$ cat src/rtl/fwd_hazard_tracker_pkg.sv
// Shared types for the forwarding / load-use hazard tracker.
// Slot destination width is fixed at SLOT_AW; narrower register addresses are
// zero-extended on entry, which preserves equality compares.
package fwd_pkg;

  localparam int SLOT_AW = 8;

  localparam logic [1:0] FWD_NONE  = 2'b00;
  localparam logic [1:0] FWD_MEMWB = 2'b01;
  localparam logic [1:0] FWD_EXMEM = 2'b10;
  localparam logic [1:0] FWD_WB    = 2'b11;

  typedef struct packed {
    logic               valid;
    logic [SLOT_AW-1:0] dst;
    logic               rw;
    logic               ld;
  } slot_t;

  localparam slot_t BUBBLE = '0;

  // A slot matches a source when it will really write that (non-zero) register.
  function automatic logic slot_hits(input slot_t s, input logic [SLOT_AW-1:0] src);
    return s.valid && s.rw && (s.dst != '0) && (s.dst == src);
  endfunction

endpackage

$ cat src/rtl/fwd_hazard_tracker_if.sv
// ID-stage <-> hazard tracker bundle. master = pipeline control, slave = tracker.
interface fwd_hazard_tracker_if #(
  parameter int REG_AW  = 5,
  parameter int NUM_SRC = 2,
  parameter int CNT_W   = 16
) ();

  logic                      id_valid;
  logic [NUM_SRC*REG_AW-1:0] id_src_addr;
  logic [NUM_SRC-1:0]        id_src_use;
  logic [REG_AW-1:0]         id_dst_addr;
  logic                      id_reg_write;
  logic                      id_mem_read;
  logic                      flush;
  logic [2*NUM_SRC-1:0]      fwd_sel;
  logic                      stall;
  logic [CNT_W-1:0]          stall_cnt;

  modport master (
    output id_valid, id_src_addr, id_src_use, id_dst_addr,
           id_reg_write, id_mem_read, flush,
    input  fwd_sel, stall, stall_cnt
  );

  modport slave (
    input  id_valid, id_src_addr, id_src_use, id_dst_addr,
           id_reg_write, id_mem_read, flush,
    output fwd_sel, stall, stall_cnt
  );

endinterface

$ cat src/rtl/fwd_slot_reg.sv
// One in-flight instruction slot with synchronous active-low clear and a
// bubble-insert input that loads an invalid slot instead of d.
module fwd_slot_reg
  import fwd_pkg::*;
(
  input  logic  clk_i,
  input  logic  rst_n,
  input  logic  bubble,
  input  slot_t d,
  output slot_t q
);

  // Slot register: clear or bubble forces an empty slot, otherwise advance.
  always_ff @(posedge clk_i) begin
    if (!rst_n || bubble) begin
      q <= BUBBLE;
    end else begin
      q <= d;
    end
  end

endmodule

$ cat src/rtl/fwd_hazard_tracker.sv
// Forwarding select and load-use stall unit for the 5-stage MIPS pipeline.
// Tracks EX/MEM/WB destinations, registers per-source forwarding selects so
// they are valid in EX, raises a one-cycle stall on load-use, counts stalls.
// Optional macro FWD_WB_BYPASS_EN enables select 2'b11 from the wb slot.
module fwd_hazard_tracker
  import fwd_pkg::*;
#(
  parameter int REG_AW  = 5,
  parameter int NUM_SRC = 2,
  parameter int CNT_W   = 16
) (
  input  logic                 clk_i,
  input  logic                 rst_n,
  fwd_hazard_tracker_if.slave  bus
);

  slot_t                ex_slot_p0;
  slot_t                mem_slot_p1;
  slot_t                wb_slot_p2;
  slot_t                id_slot;
  logic                 issue;
  logic                 stall;
  logic [NUM_SRC-1:0]   ld_hit;
  logic [2*NUM_SRC-1:0] fwd_nxt;
  logic [2*NUM_SRC-1:0] fwd_sel_p0;
  logic [CNT_W-1:0]     stall_cnt_q;

  function automatic logic [CNT_W-1:0] sat_inc(input logic [CNT_W-1:0] v);
    return (&v) ? v : v + 1'b1;
  endfunction

  assign id_slot = '{valid: 1'b1,
                     dst:   SLOT_AW'(bus.id_dst_addr),
                     rw:    bus.id_reg_write,
                     ld:    bus.id_mem_read};

  assign stall = bus.id_valid && (|ld_hit);
  assign issue = bus.id_valid && !bus.flush && !stall;

  // ---- ID -> EX boundary ----
  fwd_slot_reg u_ex  (.clk_i(clk_i), .rst_n(rst_n), .bubble(!issue), .d(id_slot),     .q(ex_slot_p0));
  // ---- EX -> MEM boundary ----
  fwd_slot_reg u_mem (.clk_i(clk_i), .rst_n(rst_n), .bubble(1'b0),   .d(ex_slot_p0),  .q(mem_slot_p1));
  // ---- MEM -> WB boundary ----
  fwd_slot_reg u_wb  (.clk_i(clk_i), .rst_n(rst_n), .bubble(1'b0),   .d(mem_slot_p1), .q(wb_slot_p2));

  for (genvar k = 0; k < NUM_SRC; k++) begin : g_src
    logic [SLOT_AW-1:0] src;
    logic               used;
    logic [1:0]         sel;

    assign src  = SLOT_AW'(bus.id_src_addr[k*REG_AW +: REG_AW]);
    assign used = bus.id_src_use[k] && (src != '0);

    // Per-source priority: youngest producer wins, independent of other sources.
    always_comb begin
      sel = FWD_NONE;
      if (used) begin
        if (slot_hits(ex_slot_p0, src)) begin
          sel = FWD_EXMEM;
        end else if (slot_hits(mem_slot_p1, src)) begin
          sel = FWD_MEMWB;
        end
`ifdef FWD_WB_BYPASS_EN
        else if (slot_hits(wb_slot_p2, src)) begin
          sel = FWD_WB;
        end
`endif
      end
    end

    assign fwd_nxt[2*k +: 2] = sel;
    assign ld_hit[k]         = used && ex_slot_p0.ld && slot_hits(ex_slot_p0, src);
  end

`ifndef FWD_WB_BYPASS_EN
  // Without the bypass the wb slot is tracked but never compared.
  logic unused_wb;
  assign unused_wb = ^wb_slot_p2;
`endif

  // ---- ID -> EX boundary: forwarding select, cleared on any bubble edge ----
  always_ff @(posedge clk_i) begin
    if (!rst_n || !issue) begin
      fwd_sel_p0 <= '0;
    end else begin
      fwd_sel_p0 <= fwd_nxt;
    end
  end

  // Stall cycle counter, saturating at all-ones.
  always_ff @(posedge clk_i) begin
    if (!rst_n) begin
      stall_cnt_q <= '0;
    end else if (stall) begin
      stall_cnt_q <= sat_inc(stall_cnt_q);
    end
  end

  assign bus.fwd_sel   = fwd_sel_p0;
  assign bus.stall     = stall;
  assign bus.stall_cnt = stall_cnt_q;

endmodule
$ cat src/flat_wrapper.sv
// flat-port wrapper written by rule: the top's interface ports become plain ports
module fwd_hazard_tracker_flat import fwd_pkg::*;
#(
  parameter int REG_AW  = 5,
  parameter int NUM_SRC = 2,
  parameter int CNT_W   = 16
)
  (clk_i, rst_n, bus_id_valid, bus_id_src_addr, bus_id_src_use, bus_id_dst_addr, bus_id_reg_write, bus_id_mem_read, bus_flush, bus_fwd_sel, bus_stall, bus_stall_cnt);
  fwd_hazard_tracker_if #(.REG_AW(REG_AW), .NUM_SRC(NUM_SRC), .CNT_W(CNT_W)) bus_i ();
  input  logic clk_i;
  input  logic rst_n;
  input wire logic [$bits(bus_i.id_valid)-1:0] bus_id_valid;
  input wire logic [$bits(bus_i.id_src_addr)-1:0] bus_id_src_addr;
  input wire logic [$bits(bus_i.id_src_use)-1:0] bus_id_src_use;
  input wire logic [$bits(bus_i.id_dst_addr)-1:0] bus_id_dst_addr;
  input wire logic [$bits(bus_i.id_reg_write)-1:0] bus_id_reg_write;
  input wire logic [$bits(bus_i.id_mem_read)-1:0] bus_id_mem_read;
  input wire logic [$bits(bus_i.flush)-1:0] bus_flush;
  output wire logic [$bits(bus_i.fwd_sel)-1:0] bus_fwd_sel;
  output wire logic [$bits(bus_i.stall)-1:0] bus_stall;
  output wire logic [$bits(bus_i.stall_cnt)-1:0] bus_stall_cnt;
  assign bus_i.id_valid = bus_id_valid;
  assign bus_i.id_src_addr = bus_id_src_addr;
  assign bus_i.id_src_use = bus_id_src_use;
  assign bus_i.id_dst_addr = bus_id_dst_addr;
  assign bus_i.id_reg_write = bus_id_reg_write;
  assign bus_i.id_mem_read = bus_id_mem_read;
  assign bus_i.flush = bus_flush;
  assign bus_fwd_sel = bus_i.fwd_sel;
  assign bus_stall = bus_i.stall;
  assign bus_stall_cnt = bus_i.stall_cnt;
  fwd_hazard_tracker #(.REG_AW(REG_AW), .NUM_SRC(NUM_SRC), .CNT_W(CNT_W)) u_core (.clk_i(clk_i), .rst_n(rst_n), .bus(bus_i));
endmodule
$ cat config.mk
export PLATFORM = sky130hd
export DESIGN_NAME = fwd_hazard_tracker_flat
export DESIGN_NICKNAME = d
export VERILOG_FILES = /design/src/rtl/fwd_hazard_tracker_pkg.sv /design/src/rtl/fwd_hazard_tracker_if.sv /design/src/rtl/fwd_slot_reg.sv /design/src/rtl/fwd_hazard_tracker.sv /design/src/flat_wrapper.sv
export SDC_FILE = /design/constraint.sdc
export NUM_CORES = 1
export LEC_CHECK = 0
export ABC_AREA = 1
export BUFFER_PORTS_ARGS = -buffer_cell sky130_fd_sc_hd__buf_2
export CORE_MARGIN = 5
export CORE_UTILIZATION = 28
export DETAILED_ROUTE_END_ITERATION = 7
export PLACE_DENSITY = 0.48
export SLEW_MARGIN = 20
export SYNTH_ARGS = -nofsm -noshare
export SYNTH_HDL_FRONTEND = slang
export SYNTH_SLANG_ARGS = --single-unit
$ cat constraint.sdc
create_clock -name clk_i -period 1.5 [get_ports clk_i]
set_clock_uncertainty 0.05 [all_clocks]
set_input_delay 0.225 -clock clk_i [delete_from_list [all_inputs] [get_ports clk_i]]
set_output_delay 0.225 -clock clk_i [all_outputs]
set_load 0.005 [all_outputs]
# Word-level counts from Yosys, hierarchy flattened

Cells that the tools add are included.

Register bits: 41
Bits of input ports: 23
Logic and storage cells: 59
Output and inout port bits: 21

Bitwise logic cells: 3
Eq/ne operators: 4
Add/sub/neg operators: 1
Multiplexer cells: 5
Reduce and logical (&&, ||, !) cells: 33

Operators by type and width:

| kind                                                             | count |
|---|---|
| 8-bit by 5-bit == test with 1-bit output                         | 4 |
| 8-bit nonzero test                                               | 4 |
| 1-bit logical AND                                                | 17 |
| 16-bit by 1-bit adder with 16-bit output (second input constant) | 1 |
| 16-bit AND reduction                                             | 1 |
| 11-bit 2-to-1 mux                                                | 1 |
| 2-bit OR reduction                                               | 3 |
| 3-bit OR reduction                                               | 2 |
| 1-bit zero test                                                  | 4 |
| 2-bit 2-to-1 mux                                                 | 2 |
| 1-bit NOT                                                        | 3 |
| 1-bit 2-to-1 mux                                                 | 2 |
| 2-bit AND reduction                                              | 1 |
| 1-bit logical OR                                                 | 1 |

# Logic depth before layout (Yosys ltp)

Depth after elaboration: 11
Depth in mapped cells: 13
Depth with buffers taken out: 11

# Cells and area by module

A second synthesis with hierarchy kept.

Cells, all modules: 322
Area, all modules: 2336.0 um^2

Modules (own cells, without submodules):

| module             | cells each | area an instance (um^2) | seq. area each (um^2) | instances |
|---|---|---|---|---|
| fwd_hazard_tracker | 250        | 1627.8                  | 400.4                 | 1 |
| fwd_slot_reg       | 36         | 354.1                   | 220.2                 | 2 |

# Worst setup path before layout

OpenSTA, ideal clock, no wires.

Kind: reg2reg
Start: reg u_core.stall_cnt_q[0] (netlist: u_core.bus.stall_cnt[0])
End: reg u_core.stall_cnt_q[6] (netlist: u_core.bus.stall_cnt[6])
Data required time: 1340 ps
Period minus slack after synthesis: 1599 ps
Setup slack: -99 ps
Library setup time: 110 ps
Buffers on the path: 0
Arrival: 1439 ps
Cell stages (with the launch flop): 11
Path through: dfxtp_1 ha_1 nand2_1 nor2_2 nand4_2 inv_1 nor2_1 nand3_1 nand2_1 inv_1 nor2_1

Word-level cells in the longest chain between the ends: 3
Elaborated cells on any way between the ends: 4
Classes of those cells: add/sub (1); bitwise (1); reduce/logical (2)

RTL lines:

| item                                                                             | RTL line                 | source |
|---|---|---|
| start, declared                                                                  | fwd_hazard_tracker.sv:26 | `logic [CNT_W-1:0] stall_cnt_q;` |
| start signal, assigned                                                           | fwd_hazard_tracker.sv:96 | `stall_cnt_q <= sat_inc(stall_cnt_q);` |
| branches (longest 3 deep; another with 16-bit by 1-bit adder with 16-bit output) | -                        |  |

Several ways; the timed one is not identified.
A chain may end at the register's enable or synchronous reset.

# Worst setup path in the final report

Start: reg u_core.u_ex.q[2] (netlist name)
End: out bus_stall

Word-level cells in the longest chain between the ends: 6
Elaborated cells on any way between the ends: 10
Classes of those cells: eq/ne (2); reduce/logical (8)

RTL lines:

| item                           | RTL line                     | source |
|---|---|---|
| start, declared                | fwd_slot_reg.sv:10           | `output slot_t q` |
| start signal, assigned         | fwd_slot_reg.sv:16           | `q <= BUBBLE;` |
| start signal, assigned         | fwd_slot_reg.sv:18           | `q <= d;` |
| 8-bit nonzero test             | fwd_hazard_tracker_pkg.sv:24 | `return s.valid && s.rw && (s.dst != '0) && (s.dst == src);` |
| 1-bit logical AND (2 in a row) | fwd_hazard_tracker_pkg.sv:24 |  |
| 1-bit logical AND              | fwd_hazard_tracker.sv:73     | `assign ld_hit[k] = used && ex_slot_p0.ld && slot_hits(ex_slot_p0, src);` |
| 2-bit OR reduction *           | fwd_hazard_tracker.sv:37     | `assign stall = bus.id_valid && (\|ld_hit);` |
| 1-bit logical AND *            | fwd_hazard_tracker.sv:37     |  |
| end, declared                  | flat_wrapper.sv:20           | `output wire logic [$bits(bus_i.stall)-1:0] bus_stall;` |

Every way passes the cells marked *; elsewhere a longest branch is shown, timed or not.

==> results.json <==
{
  "die_area_um2": 8980,
  "post-route-period-util": 1.16,
  "track_usage": 0.120,
  "violations": "negative setup slack",
  "fillCellCount": 796,
  "htree_levels": 2,
  "synthCells": 308,
  "switching_share": 0.238,
  "finalSetupViolations": 29,
  "nets": 414,
  "ios": 44,
  "setup_ws_ps": -247,
  "gr-total-overflow": 0,
  "port_buffers": 43,
  "net-switching-power_uw": 432,
  "rsz0062_at_grt": "yes",
  "clk_path_buf_depth": 2,
  "crit_type": "flop to primary output",
  "clkSlewWorstSetupHoldPaths_ps": 70,
  "fp-row-count": 31,
  "outcome": "complete, but fails checks",
  "cts_root_buf": "clkbuf_8",
  "ys_ff_latch": 35,
  "final_cell_mix": "64 x nand2_1, 63 x inv_1, 44 x nor2_1",
  "seq_area_frac_synth": 0.348,
  "holdWs_ps": 85.5,
  "wl_per_cell_um": 10.8,
  "die_w_um": 94.8,
  "finalHoldViolations": 0,
  "insertion_delay_ps": 280,
  "drc_errors": 0,
  "endpoint_kind": "primary output",
  "power_density_nw_per_um2": 625,
  "cts_tree": "built",
  "period_needed_ps": 1750,
  "synth_cell_types": 24,
  "syn_avg_cell_area_um2": 6.53,
  "peakVddDrop_uv": 254,
  "antenna_cells": 0,
  "hold_path_class": "input pin to flop",
  "internal-power_mw": 1.38,
  "first_iter_violations": 27,
  "drtPass1Iterations": 4,
  "worstMarginPinSlew_ps": 351,
  "pwr-share-clk": 0.391,
  "critPathMaxFanout": 4,
  "max_freq_mhz": 572,
  "final_antenna_net_count": 0,
  "post-dp-hpwl_mm": 3.95,
  "drt-vias-per-instance": 4.14,
  "vias": 2031,
  "crit_arrival_ps": 1470,
  "grt_first_pass_wirelength_mm": 8.54,
  "startpoint_type": "flop",
  "slew_headroom": 0.764,
  "coreArea_um2": 7140,
  "gp_congestion": 0.769,
  "p_leak_nw": 1.50,
  "final_common_cell": "nand2_1",
  "grt_pass1_vias": 1851,
  "die_h_um": 94.8,
  "syn2layout_area_growth_pct": 44.1,
  "syn_area_um2": 2010,
  "antenna_found_initial": 0,
  "power_frac_seq": 0.521,
  "combPwrFrac": 0.088,
  "cts_made_buffers": 5,
  "drive_gt1_frac": 0.345,
  "maxCapViolCount": 0,
  "syn_nets": 332,
  "crit_required_ps": 1220,
  "drt_wl_total_mm": 5.29,
  "final_max_slew_viol_count": 0,
  "tns_ps": -4540,
  "grt_start_max_net_pins": 25,
  "clock_sinks": 35,
  "yosys_warnings": 0,
  "initial_core_util": 0.282
}
==> synth_stat cells, drive strengths merged <==
cell / n / area [um^2]
nand3: 23 / 140
nand3b: 1 / 7.51
a31oi: 1 / 6.26
nor3: 2 / 10.0
nand2: 68 / 255
inv: 67 / 251
xnor2: 4 / 35.0
clkbuf: 4 / 15.0
nor2: 53 / 206
nor4: 3 / 25.0
xor2: 13 / 114
nand4: 25 / 163
ha: 1 / 12.5
buf: 5 / 51.3
or2: 3 / 18.8
dfxtp: 35 / 701
==> area by class of cell <==
type | count | area [um^2] | share of cell area
well taps | 99 | 124 | 0.0427
repair buffers | 84 | 613 | 0.211
clock inverters | 1 | 5.00 | 0.00173
clock buffers | 7 | 86.3 | 0.0298
inverters | 67 | 251 | 0.0868
flip-flops and latches | 35 | 718 | 0.248
multi-input cells | 197 | 1100 | 0.380
==> flip-flops by register name (all words and copies together) (netlist names) <==
signal	count
u_core.bus.fwd_sel	4
u_core.u_mem.q	7
u_core.bus.stall_cnt	16
u_core.u_ex.q	8
==> cell families after synthesis <==
kind of cell	count (synthesis)	share of synthesized area
adders and majority gates	1	0.00622
DFF	35	0.348
xor gates and xnor gates	17	0.0740
AOI/OAI and AO/OA	1	0.00311
buffers and inverters	76	0.158
and+or+nand+nor	178	0.410
==> final timing paths <==
check,cells past startpoint,from,slack [ps],end
hold / removal,3,bus_id_dst_addr[1],90,u_core.u_ex.q[3]
hold reg to reg,2,u_core.u_ex.q[10],380,u_core.u_mem.q[10]
setup reg to reg,12,u_core.u_ex.q[2],-200,u_core.bus.stall_cnt[9]
setup / recovery,8,u_core.u_ex.q[2],-250,bus_stall
==> per-layer routing <==
layer,wire length [um],share of wire,global-route usage,up-vias
met5,0,0,0,-
met4,65,0.012,0.0397,0
met3,219,0.041,0.0303,7
met2,2390,0.45,0.183,30
met1,2610,0.49,0.164,891
li1,-,-,-,1103
==> power by group through the flow <==
| stage | Clock (mW) | Combinational, mW | Sequential, mW |
|---|---|---|---|
| after floorplan | 0 | 0.0773 | 0.964 |
| after global placement | 0 | 0.153 | 0.966 |
| after detailed placement | 0 | 0.154 | 0.966 |
| after CTS | 0.740 | 0.156 | 0.945 |
| after global routing | 0.771 | 0.180 | 0.944 |
| final | 0.709 | 0.160 | 0.943 |
==> timing repair <==
item | in CTS | in global routing
hold buffers | 0 | 0
resized for setup | 10 | 22
cloned | 0 | 2
buffers inserted | 2 | 2
pin swaps | 8 | 18
setup endpoints to repair | 29 | 29
==> worst max-delay path, stage by stage (launching register included) <==
cell,delay (ps)
dfxtp_4,370
xnor2_2,150
nand2_1,80
nor2_2,110
nand4_1,140
nand2_2,120
nand2_2,70
inv_2,60
buf_6,80
==> metrics by stage <==
step	worst slack, ps	instance area, um^2	total power, mW	utilization	instances
6_report	-247	2900	1.81	0.406	490
2_1_floorplan	1.78	2060	1.04	-	308
5_1_grt	-347	2900	1.90	0.406	490
4_1_cts	-249	2750	1.84	0.385	486
3_3_place_gp	-162	2620	1.12	0.367	476
3_5_place_dp	-203	2620	1.12	0.367	476
Note: power is estimated with default switching activity, not from simulation.
